`src/rtl/alu_arbiter.sv`:
```
// Round-robin arbiter sharing one 8-bit ALU among NUM_REQ requesters; ALU_ARB_FIXED_PRIO_EN selects fixed priority.
// Latency: accept edge T, ALU evaluates in cycle T+1, rsp_valid from cycle T+2; one op in flight at a time.
// Backpressure: response held stable while rsp_ready is low; no request accepted until the response is taken.
module alu_arbiter #(
    parameter int  NUM_REQ = 4,
    localparam int ID_W    = $clog2(NUM_REQ)
) (
    input  logic                 clk,
    input  logic                 rst_n,
    input  logic [NUM_REQ-1:0]   req_valid,
    output logic [NUM_REQ-1:0]   req_ready,
    input  logic [3*NUM_REQ-1:0] req_op,
    input  logic [8*NUM_REQ-1:0] req_a,
    input  logic [8*NUM_REQ-1:0] req_b,
    output logic [2:0]           alu_op,
    output logic [7:0]           alu_r0,
    output logic [7:0]           alu_r1,
    input  logic [7:0]           alu_result,
    input  logic                 alu_zero,
    output logic                 rsp_valid,
    input  logic                 rsp_ready,
    output logic [ID_W-1:0]      rsp_id,
    output logic [7:0]           rsp_result,
    output logic                 rsp_zero,
    output logic                 busy
);

    typedef enum logic [1:0] {
        IDLE = 2'd0,
        EXEC = 2'd1,
        RESP = 2'd2
    } state_t;

    state_t          state;
    logic            win_vld;
    logic [ID_W-1:0] win_idx;

`ifdef ALU_ARB_FIXED_PRIO_EN
    // Scan downward so the lowest-indexed valid requester is the last write.
    always_comb begin
        win_vld = 1'b0;
        win_idx = '0;
        for (int k = NUM_REQ - 1; k >= 0; k--) begin
            if (req_valid[k]) begin
                win_vld = 1'b1;
                win_idx = ID_W'(k);
            end
        end
    end
`else
    logic [ID_W-1:0] ptr;

    // Same downward scan, but over positions relative to ptr so the nearest one at/after ptr wins.
    always_comb begin
        int idx;
        win_vld = 1'b0;
        win_idx = '0;
        idx     = 0;
        for (int k = NUM_REQ - 1; k >= 0; k--) begin
            idx = int'(ptr) + k;
            if (idx >= NUM_REQ) idx = idx - NUM_REQ;
            if (req_valid[idx]) begin
                win_vld = 1'b1;
                win_idx = ID_W'(idx);
            end
        end
    end
`endif

    assign req_ready = (state == IDLE && win_vld) ? (NUM_REQ'(1) << win_idx) : '0;

    always_ff @(posedge clk or negedge rst_n) begin
        if (!rst_n) begin
            state      <= IDLE;
            alu_op     <= '0;
            alu_r0     <= '0;
            alu_r1     <= '0;
            rsp_valid  <= 1'b0;
            rsp_id     <= '0;
            rsp_result <= '0;
            rsp_zero   <= 1'b0;
            busy       <= 1'b0;
`ifndef ALU_ARB_FIXED_PRIO_EN
            ptr        <= '0;
`endif
        end else begin
            case (state)
                IDLE: begin
                    if (win_vld) begin
                        alu_op <= req_op[3*win_idx +: 3];
                        alu_r0 <= req_a[8*win_idx +: 8];
                        alu_r1 <= req_b[8*win_idx +: 8];
                        rsp_id <= win_idx;
`ifndef ALU_ARB_FIXED_PRIO_EN
                        ptr    <= (win_idx == ID_W'(NUM_REQ - 1)) ? '0 : win_idx + 1'b1;
`endif
                        busy   <= 1'b1;
                        state  <= EXEC;
                    end
                end
                EXEC: begin
                    rsp_result <= alu_result;
                    rsp_zero   <= alu_zero;
                    rsp_valid  <= 1'b1;
                    state      <= RESP;
                end
                RESP: begin
                    if (rsp_ready) begin
                        rsp_valid <= 1'b0;
                        busy      <= 1'b0;
                        state     <= IDLE;
                    end
                end
                default: begin
                    rsp_valid <= 1'b0;
                    busy      <= 1'b0;
                    state     <= IDLE;
                end
            endcase
        end
    end

endmodule
```
`config.mk`:
```
export PLATFORM = sky130hd
export DESIGN_NAME = alu_arbiter
export DESIGN_NICKNAME = d
export VERILOG_FILES = /design/src/rtl/alu_arbiter.sv
export SDC_FILE = /design/constraint.sdc
export NUM_CORES = 1
export LEC_CHECK = 0
export CAP_MARGIN = 5
export CELL_PAD_IN_SITES_DETAIL_PLACEMENT = 1
export CELL_PAD_IN_SITES_GLOBAL_PLACEMENT = 1
export CORE_UTILIZATION = 29
export CTS_CLUSTER_SIZE = 28
export DETAILED_ROUTE_END_ITERATION = 8
export GPL_TIMING_DRIVEN = 0
export PLACE_DENSITY_LB_ADDON = 0.08
export SETUP_SLACK_MARGIN = 0.2
export SLEW_MARGIN = 30
export SYNTH_ARGS = -nofsm -noshare
export SYNTH_HDL_FRONTEND = slang
export SYNTH_SLANG_ARGS = --single-unit
```
`constraint.sdc`:
```
create_clock -name clk -period 4.34 [get_ports clk]
set_clock_uncertainty 0.1 [all_clocks]
set_input_delay 0.434 -clock clk [delete_from_list [all_inputs] [get_ports clk]]
set_output_delay 0.434 -clock clk [all_outputs]
set_load 0.01 [all_outputs]
```
==> results of run 1 <==
[cells in the final DEF (no fill, tap or decap), types with 2 or more instances in the layout]
cell and count:
buf_2 5, o21ai_0 3, buf_8 3, inv_1 4, mux2_2 9, mux2i_1 38
clkinvlp_4 2, and3_1 2, nor2_1 3, a21oi_1 2, a211o_1 19, clkdlybuf4s50_1 126
clkbuf_8 5, o22a_1 2, a21o_1 2, nand2_1 4, dfrtp_1 36, nor3_1 38
clkbuf_1 7, o22ai_1 2
[critical path, cell delays in order]
cell and delay, ns:
clkdlybuf4s50_1 0.50, nor4_1 0.62, or3_1 0.19, buf_4 0.17, inv_1 0.09, or2b_1 0.21, nor2_1 0.05, clkdlybuf4s50_1 0.50
[layout make-up]
cell class / count / share of cell area
plain buffers: 16 / 0.03069
well taps: 96 / 0.03348
repair buffers: 128 / 0.3607
clock inverters: 3 / 0.006627
flip-flops and latches: 36 / 0.2511
multi-input cells: 135 / 0.2940
inverters: 4 / 0.004186
clock buffers: 5 / 0.01918
[how the worst max path moves through the flow]
stage | cells past startpoint | start | endpoint
after floorplan | 5 | ptr[1] | req_ready[1]
after global placement | 8 | req_valid[3] | req_ready[1]
after detailed placement | 8 | req_valid[3] | req_ready[1]
after CTS | 8 | req_valid[3] | req_ready[1]
after global routing | 8 | req_valid[3] | req_ready[1]
final | 8 | req_valid[3] | req_ready[1]
[sequential cells by signal, summed over array words and instances, names as in the netlist]
| register | count |
|---|---|
| alu_r0 | 8 |
| alu_r1 | 8 |
| rsp_result | 8 |
| alu_op | 3 |
| ptr | 2 |
| rsp_id | 2 |
| state | 2 |
| busy | 1 |
| rsp_valid | 1 |
| rsp_zero | 1 |
[kinds of logic after synthesis]
family                 share of synthesized area
multiplexers                              0.2387
XOR/XNOR                                0.004210
AO/OA/AOI/OAI                             0.1371
buffers and inverters                    0.06013
flip-flops                                0.4330
AND/OR/NAND/NOR                           0.1269
[report_power, final]
group	internal (W)	switching, W	total [W]	leakage, nW
Sequential	0.000506	0.000104	0.000610	0.433
Combinational	0.000705	0.000589	0.00129	1.12
Clock	0.000114	0.000134	0.000248	0.0404
[cells in the mapped netlist (all sizes together)]
| cell | instances | area [um2] |
|---|---|---|
| a211o | 19 | 166.4 |
| a21boi | 2 | 15.02 |
| a21o | 2 | 15.01 |
| a21oi | 2 | 10.01 |
| and3 | 2 | 12.51 |
| buf | 9 | 83.83 |
| clkbuf | 7 | 26.28 |
| dfrtp | 36 | 900.9 |
| inv | 4 | 15.01 |
| mux2 | 10 | 116.4 |
| mux2i | 38 | 380.4 |
| nand2 | 4 | 15.01 |
| nor2 | 3 | 11.26 |
| nor2b | 1 | 6.260 |
| nor3 | 38 | 190.2 |
| nor4 | 1 | 6.260 |
| o21a | 1 | 7.510 |
| o21ai | 3 | 15.01 |
| o221ai | 1 | 26.28 |
| o22a | 2 | 17.52 |
| o22ai | 2 | 12.51 |
| or2b | 1 | 7.510 |
| or3 | 1 | 6.260 |
| or3b | 1 | 8.760 |
| xnor2 | 1 | 8.760 |
[layer usage]
| metal | share of wire | up-vias | wire length [um] |
|---|---|---|---|
| li1 | - | 986 | - |
| met1 | 0.43 | 982 | 2992 |
| met2 | 0.48 | 78 | 3367 |
| met3 | 0.075 | 6 | 524 |
| met4 | 0.0085 | 0 | 59 |
| met5 | 0 | - | 0 |
[per-stage QoR]
stage	instance area, um2	total power (W)	setup slack, ns	hold slack [ns]	utilization
finish	3587	0.002151	1.031	-0.003678	0.5222
floorplan	2081	0.001327	2.336	0.03841	-
CTS	3587	0.002186	0.9275	0.007207	0.5222
global placement	3472	0.001894	0.9910	0.3616	0.5055
global route	3587	0.002299	0.8233	0.02761	0.5222
detailed placement	3495	0.001931	0.9391	0.3329	0.5087
==> impl_metrics.yaml, run 1 <==
timing:
  setup_tns_ns: 0
  whs_ns: -0.003678
  relSlewSlack: 0.5737
  rsz0062_at_grt: "false"
  slew_violations: 0
  fin_crit_ns: 3.309
  fmax_ghz: 0.3022
  worstMarginPinSlew_ns: 0.6336
  timing.final.crit_share: 0.7624
  setup_viol: 0
  finalHoldViolations: 17
global_route:
  gr-usage-met3: 0.05238
  met1_usage: 0.2343
  top_usage_layer: "met2"
  grt_pass1_wl_um: 10850
  grt_pass1_vias: 2142
  grt_usage: 0.1890
  antenna_found_initial: 0
  met2_usage: 0.3254
  grt_max_degree: 20
  grt.overflow.total: 0
clocking:
  post-cts-setup-buffers: 0
  clk_latency_ns: 0.29
  cts.hold.buffers_added: 0
  h-tree-depth: 2
  cts_num_sinks: 36
  root_buffer: "clkbuf_8"
  max-clock-path-buffers: 2
  numCtsBuffers: 5
  ctsResizeCount: 0
  cts_tree: "yes"
  clk_pin_slew_ns: 0.08
final_layout:
  fillCellCount: 766
  fin_nets: 418
  multi_input_area_um2: 1055
  drive_above_1_share: 0.09480
  final_cells: 423
  syn_to_final_growth_pct: 72.40
  antenna_cells: 0
  regArea_um2: 900.9
synth:
  netlist_area_um2: 2081
  syn_avg_cell_area_um2: 10.89
  yosysUniqueCellTypes: 30
  synth_warnings: 0
  ys_seq_area_frac: 0.4330
  syn_nets: 283
  ys_ff_latch: 36
  syn_inst: 191
floorplanning:
  chipWidth_um: 86.71
  ios: 128
  coreArea_um2: 6869
  rows: 30
  die_h_um: 86.71
  initial_utilization: 0.3029
  die-area_um2: 7518
drt:
  postRouteWirelength_um: 6943
  vias: 2052
  wire_per_inst_um: 16.41
  drc: 0
  routed_via_density: 4.851
  first_pass_iters: 4
  drt-initial-drc-count: 29
  ant_nets: 0
placement:
  dp.cells: 415
  hpwl_um: 5461
  gp_congestion: 0.7858
  port_buffers: 127
critical_path:
  r2r_start: "ptr[1]"
  start_kind: "input port"
  cp.arrival_ns: 2.77
  cp.required_ns: 3.81
  rr_endpoint: "alu_r1[2]"
  rrSetupSlack_ns: 2.14
  crit_type: "input port to primary output"
  worst_setup_path_end_kind: "primary output"
  r2r_cells: 6
  cp_max_fo: 10
run:
  max_cap_violations: 0
status:
  status: "finished, violations left"
  violations: "negative hold slack"
power_and_ir_drop:
  p_leak_nw: 1.597
  irDropWorstVdd_mv: 0.3247
  powerDensity_nw_per_um2: 599.8
min_path:
  hp-class: "input port to asynchronous set/reset pin"
No activity file was read; power rests on OpenSTA's default activity.
==> run 2: changes to the inputs <==
CORE_UTILIZATION = 24   (was 29)
clock period = 2.81 ns   (was 4.34 ns; I/O delays follow)
==> impl_metrics.yaml, run 2 (synthesis results as in run 1) <==
timing:
  fin_crit_ns: 2.552
  whs_ns: 0.3200
  setup_tns_ns: 0
  fmax_ghz: 0.3919
  timing.final.crit_share: 0.9081
  fin_ws_ns: 0.2582
  finalHoldViolations: 0
  slew_violations: 0
  worstMarginPinSlew_ns: 0.5624
  setup_viol: 0
  relSlewSlack: 0.6251
  rsz0062_at_grt: "false"
placement:
  port_buffers: 127
  hpwl_um: 5492
  gp_congestion: 0.6777
  place_ws_ns: -0.1828
critical_path:
  start_kind: "flip-flop"
  cp.arrival_ns: 2.17
  crit_type: "flip-flop to primary output"
  cp_max_fo: 5
  r2r_cells: 8
  worst_setup_path_end_kind: "primary output"
  cp.required_ns: 2.43
power_and_ir_drop:
  powerDensity_nw_per_um2: 925.2
  p_sw_frac: 0.3768
  p_leak_nw: 1.678
  switching_power_w: 0.001288
  intPower_w: 0.002131
  seq_power_share: 0.274
  finalPower_w: 0.003420
  p_clk_frac: 0.114
  p_comb_frac: 0.612
  irDropWorstVdd_mv: 0.3743
floorplanning:
  die-area_um2: 9046
  chipWidth_um: 95.11
  initial_utilization: 0.2507
  die_h_um: 95.11
  rows: 33
  coreArea_um2: 8299
  ios: 128
clocking:
  cts_tree: "yes"
  h-tree-depth: 2
  root_buffer: "clkbuf_8"
  clk_pin_slew_ns: 0.07
  cts_num_sinks: 36
  numCtsBuffers: 5
  clk_latency_ns: 0.29
  max-clock-path-buffers: 2
drt:
  postRouteWirelength_um: 7273
  ant_nets: 0
  wire_per_inst_um: 16.53
  routed_via_density: 4.636
  drc: 0
  vias: 2040
  first_pass_iters: 4
  drt-initial-drc-count: 40
final_layout:
  antenna_cells: 0
  drive_above_1_share: 0.1313
  final_common_cell: "clkdlybuf4s50_1"
  regArea_um2: 902.1
  syn_to_final_growth_pct: 77.63
  fin_util: 0.4453
  fin_nets: 426
  mostFrequentLayoutCells: "clkdlybuf4s50_1 (120), mux2i_1 (38), nor3_1 (38), dfrtp_1 (35), a211o_1 (19)"
  fillCellCount: 936
  multi_input_area_um2: 1084
  largestRegisters: "alu_r0: 8 flops, alu_r1: 8 flops, rsp_result: 8 flops"
global_route:
  grt_pass1_wl_um: 11140
  grt.overflow.total: 0
  antenna_found_initial: 0
  grt_usage: 0.1653
  grt_max_degree: 27
  grt_pass1_vias: 2172
run:
  max_cap_violations: 0
min_path:
  hp-class: "input port to asynchronous set/reset pin"
status:
  status: "complete, no violations"
[run 2: per-stage QoR]
stage	cells	cell area, um2
3_5_place_dp	424	3498
6_report	440	3696
3_3_place_gp	423	3483
5_1_grt	440	3696
4_1_cts	437	3662
2_1_floorplan	191	2081
[run 2: layout make-up]
| class | instances | area share |
|---|---|---|
| Buffer | 16 | 0.03419 |
| Multi-Input combinational cell | 135 | 0.2932 |
| Inverter | 4 | 0.004062 |
| Timing Repair Buffer | 136 | 0.3639 |
| Clock inverter | 2 | 0.002708 |
| Sequential cell | 36 | 0.2441 |
| Tap cell | 105 | 0.03555 |
| Clock buffer | 6 | 0.02234 |
[run 2: final timing paths]
check | from | to | slack (ns)
setup / recovery | ptr[1] | req_ready[0] | 0.26
hold / removal | rst_n | rsp_result[1] | 0.32
setup reg to reg | ptr[1] | alu_r1[5] | 0.54
hold reg to reg | rsp_valid | rsp_valid | 0.38
max in group asynchronous | rst_n | ptr[1] | 1.84
min in group clk | rsp_valid | rsp_valid | 0.38
[run 2: metal layers]
metal,track usage,wire length (um),vias up
met3,0.05821,697,7
met2,0.2577,3360,74
met5,0,0,-
met4,0.04545,72,0
li1,-,-,999
met1,0.2156,3143,960
[run 2: power groups by stage]
| stage | registers (W) | logic (W) | clock network (W) |
|---|---|---|---|
| 6_report | 0.000936 | 0.00209 | 0.000389 |
| 5_1_grt | 0.000971 | 0.00227 | 0.000425 |
| 4_1_cts | 0.000946 | 0.00210 | 0.000407 |
| 3_5_place_dp | 0.000946 | 0.00205 | 0 |
| 3_3_place_gp | 0.000935 | 0.00203 | 0 |
| 2_1_floorplan | 0.00104 | 0.00101 | 0 |
[run 2: timing repair]
item | CTS | global route
resized for setup | 15 | 2
setup endpoints to repair | 4 | 4
hold endpoints to repair | 10 | 0
buffers inserted | 4 | 3
hold buffers | 1 | 0
pin swaps | 1 | 0
[run 2: critical path: stages, from the launching register on]
cell	delay (ns)
dfrtp_2	0.43
buf_4	0.15
mux2_4	0.30
o221ai_4	0.18
buf_8	0.14
and3_1	0.15
clkdlybuf4s50_1	0.53
